[src/rtl/solar_stepper_drv.sv]
// Dual-axis STEP/DIR pulse generator fed by the solar tracker's one-hot requests.
// Each axis steps through IDLE/SETUP/PULSE/GAP and saturates at its soft limits.
module solar_stepper_axis #(
    parameter int STEP_DIV = 1000,
    parameter int PULSE_W  = 10,
    parameter int POS_W    = 16,
    parameter int MAX      = 3599,
    parameter int HOME     = 0
) (
    input  logic             clk,
    input  logic             rst,
    input  logic             en_i,
    input  logic             inc_i,
    input  logic             dec_i,
    output logic             step_o,
    output logic             dir_o,
    output logic             lim_o,
    output logic [POS_W-1:0] pos_o,
    output logic             busy_d_o
);
    localparam int CNT_W = $clog2(STEP_DIV) + 1;
    localparam logic [CNT_W-1:0] PULSE_LAST = CNT_W'(PULSE_W - 1);
    localparam logic [CNT_W-1:0] GAP_LAST   = CNT_W'(STEP_DIV - PULSE_W - 2);
    localparam logic [CNT_W-1:0] CNT_ONE    = CNT_W'(1);
    localparam logic [POS_W-1:0] MAX_P      = POS_W'(MAX);
    localparam logic [POS_W-1:0] HOME_P     = POS_W'(HOME);
    localparam logic [POS_W-1:0] POS_ONE    = POS_W'(1);

    typedef enum logic [1:0] {IDLE, SETUP, PULSE, GAP} state_t;

    state_t           state_q, state_d;
    logic [CNT_W-1:0] cnt_q, cnt_d;
    logic [POS_W-1:0] pos_q, pos_d;
    logic             step_q, step_d;
    logic             dir_q, dir_d;
    logic             lim_q, lim_d;
    logic             want_inc, want_dec, blocked;

    assign want_inc = inc_i & ~dec_i;
    assign want_dec = dec_i & ~inc_i;
    assign blocked  = (want_inc & (pos_q == MAX_P)) |
                      (want_dec & (pos_q == '0));

    always_ff @(posedge clk) begin
        if (rst) begin
            state_q <= IDLE;
            cnt_q   <= '0;
            pos_q   <= HOME_P;
            step_q  <= 1'b0;
            dir_q   <= 1'b0;
            lim_q   <= 1'b0;
        end else begin
            state_q <= state_d;
            cnt_q   <= cnt_d;
            pos_q   <= pos_d;
            step_q  <= step_d;
            dir_q   <= dir_d;
            lim_q   <= lim_d;
        end
    end

    always_comb begin
        state_d = state_q;
        cnt_d   = cnt_q;
        pos_d   = pos_q;
        step_d  = step_q;
        dir_d   = dir_q;
        lim_d   = 1'b0;
        unique case (state_q)
            IDLE: begin
                lim_d = en_i & (want_inc | want_dec) & blocked;
                if (en_i & (want_inc | want_dec) & ~blocked) begin
                    state_d = SETUP;
                    dir_d   = want_inc;
                end
            end
            SETUP: begin
                // Step edge and position update land on the same clock edge.
                state_d = PULSE;
                step_d  = 1'b1;
                cnt_d   = '0;
                pos_d   = dir_q ? pos_q + POS_ONE : pos_q - POS_ONE;
            end
            PULSE: begin
                cnt_d = cnt_q + CNT_ONE;
                if (cnt_q == PULSE_LAST) begin
                    state_d = GAP;
                    step_d  = 1'b0;
                    cnt_d   = '0;
                end
            end
            GAP: begin
                cnt_d = cnt_q + CNT_ONE;
                if (cnt_q == GAP_LAST) begin
                    state_d = IDLE;
                end
            end
            default: state_d = IDLE;
        endcase
    end

    assign step_o   = step_q;
    assign dir_o    = dir_q;
    assign lim_o    = lim_q;
    assign pos_o    = pos_q;
    assign busy_d_o = (state_d != IDLE);
endmodule

module solar_stepper_drv #(
    parameter int STEP_DIV = 1000,
    parameter int PULSE_W  = 10,
    parameter int POS_W    = 16,
    parameter int AZ_MAX   = 3599,
    parameter int EL_MAX   = 900,
    parameter int AZ_HOME  = 1800,
    parameter int EL_HOME  = 0
) (
    input  logic             clk,
    input  logic             rst,
    input  logic             en,
    input  logic             mn,
    input  logic             ms,
    input  logic             me,
    input  logic             mw,
    output logic             el_step,
    output logic             el_dir,
    output logic             az_step,
    output logic             az_dir,
    output logic [POS_W-1:0] el_pos,
    output logic [POS_W-1:0] az_pos,
    output logic             el_lim,
    output logic             az_lim,
    output logic             busy
);
    logic el_busy_d, az_busy_d, busy_q;

    solar_stepper_axis #(
        .STEP_DIV(STEP_DIV), .PULSE_W(PULSE_W), .POS_W(POS_W),
        .MAX(EL_MAX), .HOME(EL_HOME)
    ) u_el (
        .clk(clk), .rst(rst), .en_i(en),
        .inc_i(mn), .dec_i(ms),
        .step_o(el_step), .dir_o(el_dir), .lim_o(el_lim),
        .pos_o(el_pos), .busy_d_o(el_busy_d)
    );

    solar_stepper_axis #(
        .STEP_DIV(STEP_DIV), .PULSE_W(PULSE_W), .POS_W(POS_W),
        .MAX(AZ_MAX), .HOME(AZ_HOME)
    ) u_az (
        .clk(clk), .rst(rst), .en_i(en),
        .inc_i(me), .dec_i(mw),
        .step_o(az_step), .dir_o(az_dir), .lim_o(az_lim),
        .pos_o(az_pos), .busy_d_o(az_busy_d)
    );

    always_ff @(posedge clk) begin
        if (rst) busy_q <= 1'b0;
        else     busy_q <= el_busy_d | az_busy_d;
    end

    assign busy = busy_q;
endmodule

[config.mk]
export PLATFORM = sky130hd
export DESIGN_NAME = solar_stepper_drv
export DESIGN_NICKNAME = d
export VERILOG_FILES = /design/src/rtl/solar_stepper_drv.sv
export SDC_FILE = /design/constraint.sdc
export NUM_CORES = 1
export LEC_CHECK = 0
export CAP_MARGIN = 20
export CORE_UTILIZATION = 40
export CTS_CLUSTER_DIAMETER = 60
export DETAILED_ROUTE_END_ITERATION = 7
export SYNTH_ARGS = -nofsm -noshare
export SYNTH_HDL_FRONTEND = slang
export SYNTH_SLANG_ARGS = --single-unit
[constraint.sdc]
create_clock -name clk -period 5 [get_ports clk]
set_input_delay 1 -clock clk [delete_from_list [all_inputs] [get_ports clk]]
set_output_delay 1 -clock clk [all_outputs]
set_load 0.02 [all_outputs]
==> results.sh, run 1 <==
export IMPL_outcome="finished, final reports clean"
export IMPL_num_rows=37
export IMPL_power_share_clock=0.313
export IMPL_htreeDepth=3
export IMPL_yosysTopAreaCell="dfxtp_1"
export IMPL_synthCells=545
export IMPL_grt_ovfl_total=0
export IMPL_min_path_type="flip-flop to flip-flop"
export IMPL_reg2reg_from="u_el.dir_o"
export IMPL_grt_pass1_vias=3695
export IMPL_fp_dieArea_um2=11200
export IMPL_drtAntennaViolNets=0
export IMPL_synthDistinctLibCells=60
export IMPL_final_cells=725
export IMPL_slew_headroom=0.371
export IMPL_gp_congestion=0.862
export IMPL_period_needed_ns=3.00
export IMPL_critical_path_class="flip-flop to flip-flop"
export IMPL_ioPinCount=46
export IMPL_syn2layout_area_growth_pct=18.1
export IMPL_start_kind="flip-flop"
export IMPL_ys_warnings_count=0
export IMPL_diodes=0
export IMPL_power_share_combinational=0.322
export IMPL_reg2reg_slack_ns=2.00
export IMPL_p_seq_frac=0.366
export IMPL_powerDensity_nw_per_um2=315
export IMPL_hpwl_mm=7.79
export IMPL_clk_pin_slew_ns=0.08
export IMPL_max_freq_ghz=0.334
export IMPL_finalNetCount=631
export IMPL_netlist_area_leader_share=0.303
export IMPL_fin_crit_sh=0.599
export IMPL_clk_insertion_delay_late_ns=0.35
export IMPL_cp_arrival_ns=3.28
export IMPL_die_w_um=106
export IMPL_synth_edf_count=0
export IMPL_cts_setup_buffers=0
export IMPL_synth_ff_type="dfxtp_1"
export IMPL_p_sw_mw=0.547
export IMPL_post_drt_wl_per_cell_um=15.0
export IMPL_slew_violations=0
export IMPL_seq_area_frac_synth=0.303
export IMPL_dr_pass1_iters=5
export IMPL_tns_ns=0
export IMPL_cp_required_ns=5.28
export IMPL_cts_hold_buf=0
export IMPL_dieHeight_um=106
export IMPL_final_hold_viol_count=0
export IMPL_grt_usage=0.207
export IMPL_place_area_um2=4860
export IMPL_drt_iter0_markers=124
export IMPL_cp_end_kind="flip-flop"
export IMPL_crit_path_end="u_el.pos_o[12]"
export IMPL_crit_start="u_el.dir_o"
export IMPL_antenna_found_initial=0
export IMPL_r2r_cells=8
export IMPL_core_area_um2=10400
export IMPL_cts_path_max_buffers=2
export IMPL_synth_area_leaders="dfxtp_1, ha_1, nand2_1"
export IMPL_grt_pass1_wl_mm=18.6
export IMPL_netlist_top_cells_count="dfxtp_1, nand2_1, nor2_1"
export IMPL_synth_most_common_cell="dfxtp_1"
export IMPL_peakVddDrop_uv=147
export IMPL_grt_max_degree=49
export IMPL_setup_viol_count_final=0
export IMPL_cts_made_buffers=9
export IMPL_hp_start="u_el.pos_o[6]"
export IMPL_synth_seq_cells=65
export IMPL_rsz0062_at_grt="no"
export IMPL_leakage_nw=1.95
export IMPL_syn_nets=592
export IMPL_syn_avg_cell_area_um2=7.89
export IMPL_tightest_slew_ns=0.944
export IMPL_port_buffers=45
export IMPL_num_vias=4081
export IMPL_cts_root_buffer="clkbuf_8"
export IMPL_internal_power_mw=1.05
export IMPL_start_util=0.414
export IMPL_post_route_drc_count=0
export IMPL_fin_area_um2=5080
export IMPL_vias_per_cell=5.63
export IMPL_syn_area_um2=4300
export IMPL_cts_resized_gates=0
export IMPL_dp_cells=709
export IMPL_critPathMaxFanout=16
export IMPL_cts_tree="done"
export IMPL_fin_worst_skew_ns=0.0139
export IMPL_synthArstFlopShare=0
export IMPL_clock_sinks=65
export IMPL_r2r_end="u_el.pos_o[12]"
export IMPL_drt_total_wl_mm=10.9
export IMPL_drive_above_1_share=0.0526
export IMPL_netSwitchingFraction=0.342
export IMPL_cap_violations=0
[final cells by class]
type / count / area, µm²
Clock buffer: 9 / 124
Clock inverter: 7 / 95.1
Fill cell: 1062 / 5290
Inverter: 17 / 63.8
Multi-Input combinational cell: 442 / 2850
Sequential cell: 65 / 1300
Tap cell: 136 / 170
Timing Repair Buffer: 49 / 470
[routing by layer]
| layer | GRT usage | vias up | part of all wire |
|---|---|---|---|
| met5 | 0 | - | 0 |
| met2 | 0.313 | 80 | 0.44 |
| met3 | 0.0421 | 13 | 0.038 |
| met4 | 0.0546 | 0 | 0.012 |
| met1 | 0.295 | 1904 | 0.51 |
| li1 | - | 2084 | - |
[stage by stage]
step | utilization | hold slack [ns] | setup WS [ns] | total power, mW
floorplan | - | 0.441 | 2.33 | 0.967
global placement | 0.468 | 0.474 | 1.77 | 1.10
detailed placement | 0.469 | 0.478 | 1.74 | 1.11
CTS | 0.490 | 0.491 | 1.97 | 1.62
global route | 0.490 | 0.525 | 1.63 | 1.71
finish | 0.490 | 0.493 | 2.00 | 1.60
[power by group through the flow]
stage	clock (mW)	sequential, mW	combinational [mW]
final	0.501	0.586	0.515
after global routing	0.540	0.591	0.574
after CTS	0.518	0.586	0.513
after detailed placement	0	0.598	0.508
after global placement	0	0.597	0.505
after floorplan	0	0.612	0.355
[flip-flops by register name (all words and copies together), names as in the netlist]
name          cells
u_az.pos_o       16
u_el.pos_o       16
u_az.cnt_q       11
u_el.cnt_q       11
u_az.state_q      2
u_el.state_q      2
busy              1
u_az.dir_o        1
u_az.lim_o        1
u_az.step_o       1
u_el.dir_o        1
u_el.lim_o        1
u_el.step_o       1
[cells by family (layout without fill, tap and decap cells)]
| kind of cell | after synthesis | in the layout | synth area share |
|---|---|---|---|
| xor gates and xnor gates | 22 | 22 | 0.0448 |
| DFF | 65 | 65 | 0.303 |
| and+or+nand+nor | 212 | 212 | 0.252 |
| muxes | 5 | 5 | 0.0122 |
| buffers and inverters | 38 | 82 | 0.0335 |
| adders and majority gates | 40 | 40 | 0.120 |
| AOI/OAI and AO/OA | 163 | 163 | 0.235 |
[worst max-delay path, cell delays in order (launching register included)]
cell,delay (ns)
dfxtp_1,0.39
inv_1,0.32
fa_1,0.58
a211oi_1,0.37
o211ai_1,0.25
a2111oi_0,0.61
o21a_1,0.21
o21ai_1,0.07
a21oi_1,0.14
[worst min path at each step]
stage | endpoint | slack (ns) | cells after the start
5_1_grt | u_el.pos_o[6] | 0.52 | 2
3_5_place_dp | u_el.cnt_q[10] | 0.48 | 1
3_3_place_gp | u_el.cnt_q[10] | 0.47 | 1
2_1_floorplan | u_el.cnt_q[10] | 0.44 | 1
4_1_cts | u_el.cnt_q[10] | 0.49 | 1
6_report | u_el.pos_o[6] | 0.49 | 2
[placed cells by master, fill, tap and decap left out, types with 9 or more instances in the layout]
| master | instances |
|---|---|
| a211oi_1 | 12 |
| a21o_1 | 11 |
| a21oi_1 | 43 |
| a31oi_1 | 9 |
| and3_1 | 9 |
| clkbuf_8 | 9 |
| clkdlybuf4s50_1 | 44 |
| dfxtp_1 | 65 |
| ha_1 | 38 |
| inv_1 | 16 |
| nand2_1 | 61 |
| nand3_1 | 22 |
| nor2_1 | 50 |
| nor2b_1 | 11 |
| nor3_1 | 11 |
| o211ai_1 | 11 |
| o21ai_0 | 25 |
| o21ai_1 | 23 |
| xnor2_1 | 14 |
(Power assumes the default switching activity.)
==> run 2, diff against run 1 <==
==> constraint.sdc (replaced) <==
create_clock -name clk -period 3 [get_ports clk]
set_input_delay 0.6 -clock clk [delete_from_list [all_inputs] [get_ports clk]]
set_output_delay 0.6 -clock clk [all_outputs]
set_load 0.02 [all_outputs]
==> results.sh, run 2 (synthesis gave the netlist of run 1 again) <==
export IMPL_outcome="finished, final reports clean"
export IMPL_drt_iter0_markers=164
export IMPL_cts_tree="done"
export IMPL_slew_violations=0
export IMPL_netSwitchingFraction=0.335
export IMPL_critPathMaxFanout=16
export IMPL_grt_pass1_wl_mm=18.4
export IMPL_post_drt_wl_per_cell_um=15.0
export IMPL_start_kind="flip-flop"
export IMPL_place_area_um2=4930
export IMPL_cts_root_buffer="clkbuf_8"
export IMPL_final_cell_mix="dfxtp_1, nand2_1, nor2_1"
export IMPL_peakVddDrop_uv=184
export IMPL_slew_headroom=0.605
export IMPL_rsz0062_at_grt="no"
export IMPL_die_w_um=106
export IMPL_layout_commonest_cell="dfxtp_1"
export IMPL_holdPathEnd="u_el.cnt_q[10]"
export IMPL_final_hold_viol_count=0
export IMPL_hp_start="u_el.cnt_q[10]"
export IMPL_core_area_um2=10400
export IMPL_hpwl_mm=8.08
export IMPL_vias_per_cell=5.55
export IMPL_clk_pin_slew_ns=0.07
export IMPL_drtAntennaViolNets=0
export IMPL_grt_busiest_layer="met2"
export IMPL_clock_sinks=65
export IMPL_grt_pass1_vias=3698
export IMPL_cap_violations=0
export IMPL_setup_viol_count_final=0
export IMPL_seq_area_um2=1300
export IMPL_timing_hold_ws_ns=0.494
export IMPL_reg2reg_from="u_az.dir_o"
export IMPL_ioPinCount=46
export IMPL_clk_insertion_delay_late_ns=0.36
export IMPL_dieHeight_um=106
export IMPL_diodes=0
export IMPL_post_route_drc_count=0
export IMPL_cp_required_ns=3.25
export IMPL_cts_hold_buf=0
export IMPL_grt_util_met3=0.0359
export IMPL_cts_made_buffers=9
export IMPL_internal_power_mw=1.75
export IMPL_port_buffers=45
export IMPL_grt_use_met2=0.302
export IMPL_reg2reg_slack_ns=0.32
export IMPL_grt_max_degree=31
export IMPL_powerDensity_nw_per_um2=514
export IMPL_fin_worst_skew_ns=0.00853
export IMPL_cp_arrival_ns=2.92
export IMPL_gp_congestion=0.829
export IMPL_num_rows=37
export IMPL_finalNetCount=640
export IMPL_drt_total_wl_mm=11.0
export IMPL_power_share_clock=0.295
export IMPL_p_seq_frac=0.370
export IMPL_nFillCells=1010
export IMPL_crit_start="u_az.dir_o"
export IMPL_start_util=0.414
export IMPL_period_needed_ns=2.68
export IMPL_cp_end_kind="flip-flop"
export IMPL_max_freq_ghz=0.374
export IMPL_r2r_end="u_az.pos_o[15]"
export IMPL_dr_pass1_iters=4
export IMPL_cts_path_max_buffers=2
export IMPL_power_share_combinational=0.335
export IMPL_fin_crit_sh=0.892
export IMPL_htreeDepth=3
export IMPL_grtUsageMet1=0.299
export IMPL_multiInputGateArea_um2=2850
export IMPL_fp_dieArea_um2=11200
export IMPL_antenna_found_initial=0
export IMPL_fin_area_um2=5130
export IMPL_grt_usage=0.206
export IMPL_r2r_cells=8
export IMPL_hold_path_cell_count=1
export IMPL_grt_ovfl_total=0
export IMPL_leakage_nw=1.98
export IMPL_num_vias=4062
export IMPL_min_path_type="flip-flop to flip-flop"
export IMPL_tightest_slew_ns=0.587
export IMPL_syn2layout_area_growth_pct=19.4
export IMPL_p_sw_mw=0.883
export IMPL_critical_path_class="flip-flop to flip-flop"
export IMPL_drive_above_1_share=0.0638
export IMPL_tns_ns=0
==> run 2: cell count changes in the layout (fill, tap and decap cells not counted), sizes merged <==
cell    previous run  this run
bufinv             2         1
buf                5        14
clkinv             4         0
clkbuf             9        12
==> run 2: routing by layer <==
metal  share of wire  wire (µm)
met4           0.017        188
met1            0.51       5650
met3           0.039        431
met2            0.43       4740
met5               0          0
==> run 2: how the worst max path moves through the flow <==
stage	slack [ns]	endpoint	cells past startpoint
global route	0.13	u_el.pos_o[12]	8
detailed placement	0.14	busy	8
floorplan	0.33	u_el.pos_o[12]	8
global placement	0.18	busy	8
finish	0.32	u_az.pos_o[15]	8
CTS	0.31	u_az.pos_o[15]	8
==> run 2: timing repair <==
action | in CTS | in global routing
gates resized for setup | 0 | 1
buffers inserted | 0 | 0
endpoints found under the setup margin | 0 | 1
==> run 2: through the flow <==
stage               utilization  cells  power, mW  setup slack (ns)
floorplan                     -    545       1.61             0.333
global placement          0.475    717       1.86             0.184
detailed placement        0.475    718       1.86             0.137
CTS                       0.495    732       2.65             0.315
global route              0.495    732       2.81             0.133
finish                    0.495    732       2.64             0.323
==> run 2: final cells by class <==
class	instances	share of cell area
clock inverters	2	0.00731
well taps	136	0.0332
flip-flops and latches	65	0.254
multi-input cells	442	0.556
clock buffers	12	0.0322
inverters	17	0.0124
repair buffers	58	0.105
==> run 2: worst max-delay path, stage by stage, from the launching register on <==
cell,delay [ns]
dfxtp_1,0.31
inv_1,0.43
ha_1,0.37
o21a_1,0.21
or2_1,0.23
a31oi_1,0.41
nand3_1,0.13
o221ai_1,0.13
mux2_1,0.34
==> run 2: power by group through the flow <==
stage | Sequential [mW] | Combinational [mW] | Clock, mW
6_report | 0.976 | 0.882 | 0.778
5_1_grt | 0.984 | 0.981 | 0.840
4_1_cts | 0.976 | 0.874 | 0.802
3_5_place_dp | 0.996 | 0.867 | 0
3_3_place_gp | 0.995 | 0.867 | 0
2_1_floorplan | 1.02 | 0.592 | 0
==> run 3, diff against run 2 <==
--- a/config.mk
+++ b/config.mk
@@ -6,6 +6,7 @@
 export NUM_CORES = 1
 export LEC_CHECK = 0
 export CAP_MARGIN = 20
+export CORE_MARGIN = 3
 export CORE_UTILIZATION = 40
 export CTS_CLUSTER_DIAMETER = 60
 export DETAILED_ROUTE_END_ITERATION = 7
==> results.sh, run 3 (synthesis gave the netlist of run 1 again) <==
export IMPL_netSwitchingFraction=0.364
export IMPL_num_vias=4052
export IMPL_core_area_um2=10400
export IMPL_setup_viol_count_final=0
export IMPL_r2r_end="u_az.pos_o[15]"
export IMPL_critPathMaxFanout=16
export IMPL_num_rows=37
export IMPL_cts_tree="done"
export IMPL_post_route_drc_count=0
export IMPL_peakVddDrop_uv=232
export IMPL_clk_insertion_delay_late_ns=0.35
export IMPL_drtAntennaViolNets=0
export IMPL_leakage_nw=1.96
export IMPL_power_share_combinational=0.345
export IMPL_fp_dieArea_um2=12000
export IMPL_grt_pass1_wl_mm=18.6
export IMPL_diodes=0
export IMPL_fin_worst_skew_ns=0.0102
export IMPL_grt_max_degree=33
export IMPL_max_freq_ghz=0.368
export IMPL_start_kind="flip-flop"
export IMPL_grtUsageMet1=0.265
export IMPL_r2r_cells=8
export IMPL_drive_above_1_share=0.0638
export IMPL_grt_busiest_layer="met2"
export IMPL_antenna_found_initial=0
export IMPL_start_util=0.414
export IMPL_grt_util_met3=0.0346
export IMPL_ioPinCount=46
export IMPL_dr_pass1_iters=4
export IMPL_hpwl_mm=8.03
export IMPL_clock_sinks=65
export IMPL_layout_setup_ws_ns=0.286
export IMPL_slew_headroom=0.427
export IMPL_clk_pin_slew_ns=0.08
export IMPL_cap_violations=0
export IMPL_hp_start="u_el.cnt_q[10]"
export IMPL_final_cell_mix="dfxtp_1, nand2_1, nor2_1"
export IMPL_min_path_type="flip-flop to flip-flop"
export IMPL_dieHeight_um=110
export IMPL_grt_usage=0.192
export IMPL_nFillCells=1052
export IMPL_critical_path_class="flip-flop to flip-flop"
export IMPL_post_drt_wl_per_cell_um=15.2
export IMPL_rsz0062_at_grt="no"
export IMPL_preCtsSetupSlack_ns=0.144
export IMPL_cp_arrival_ns=2.94
export IMPL_final_util=0.492
export IMPL_final_hold_viol_count=0
export IMPL_p_total_mw=2.56
export IMPL_tightest_slew_ns=0.858
export IMPL_grt_ovfl_total=0
export IMPL_reg2reg_from="u_az.dir_o"
export IMPL_power_share_clock=0.275
export IMPL_cp_required_ns=3.23
export IMPL_p_sw_mw=0.931
export IMPL_layout_commonest_cell="dfxtp_1"
export IMPL_cts_root_buffer="clkbuf_8"
export IMPL_tns_ns=0
export IMPL_powerDensity_nw_per_um2=502
export IMPL_fin_crit_sh=0.905
export IMPL_finalNetCount=638
export IMPL_outcome="finished, final reports clean"
export IMPL_die_w_um=110
export IMPL_hold_path_cell_count=1
export IMPL_slew_violations=0
export IMPL_cp_end_kind="flip-flop"
export IMPL_cts_made_buffers=9
export IMPL_p_seq_frac=0.380
export IMPL_reg2reg_slack_ns=0.29
export IMPL_htreeDepth=3
export IMPL_grt_use_met2=0.310
export IMPL_gp_congestion=0.867
export IMPL_port_buffers=45
export IMPL_holdPathEnd="u_el.cnt_q[10]"
export IMPL_vias_per_cell=5.54
export IMPL_internal_power_mw=1.63
export IMPL_period_needed_ns=2.71
export IMPL_drt_iter0_markers=212
export IMPL_drt_total_wl_mm=11.1
export IMPL_grt_pass1_vias=3850
export IMPL_cts_setup_buffers=0
export IMPL_cts_path_max_buffers=2
export IMPL_syn2layout_area_growth_pct=18.6
run 3: stage by stage:
step | std cells | hold WS, ns | area [µm²]
6_report | 732 | 0.483 | 5100
5_1_grt | 732 | 0.508 | 5100
4_1_cts | 732 | 0.488 | 5100
3_5_place_dp | 716 | 0.477 | 4920
3_3_place_gp | 715 | 0.467 | 4910
2_1_floorplan | 545 | 0.441 | 4300
run 3: power groups by stage:
stage                     registers, mW  logic, mW  clock network, mW
after floorplan                    1.02      0.592                  0
after detailed placement          0.992      0.867                  0
after CTS                         0.972      0.874              0.723
after global placement            0.992      0.860                  0
final                             0.972      0.882              0.704
after global routing              0.980      0.980              0.762
run 3: area by class of cell:
cell class,count,area [µm²],area share
clock buffers,10,138,0.0270
clock inverters,6,42.5,0.00835
inverters,17,63.8,0.0125
multi-input cells,442,2850,0.560
flip-flops and latches,65,1300,0.255
well taps,136,170,0.0334
repair buffers,56,528,0.104
run 3: routing by layer:
layer | share of wire | routed length (µm)
met1 | 0.51 | 5690
met2 | 0.46 | 5060
met3 | 0.025 | 277
met4 | 0.0067 | 74
met5 | 0 | 0
run 3: how the worst max path moves through the flow:
stage,slack [ns],endpoint,start
6_report,0.29,u_az.pos_o[15],u_az.dir_o
5_1_grt,0.09,u_el.pos_o[12],u_el.dir_o
3_3_place_gp,0.19,busy,me
4_1_cts,0.23,u_el.pos_o[12],u_el.dir_o
2_1_floorplan,0.33,u_el.pos_o[12],u_el.dir_o
3_5_place_dp,0.14,busy,me
run 3: worst max-delay path, stage by stage, from the launching register on:
cell and delay, ns:
dfxtp_1 0.31, inv_1 0.42, ha_1 0.37, o21a_1 0.21, or2_1 0.22, a31oi_1 0.44, nand3_1 0.12, o221ai_1 0.15
mux2_1 0.35
run 3: repair_timing:
action                                  in CTS  in global routing
gates resized for setup                      0                  1
endpoints found under the setup margin       0                  1
hold buffers                                 0                  0
hold endpoints to repair                     0                  0
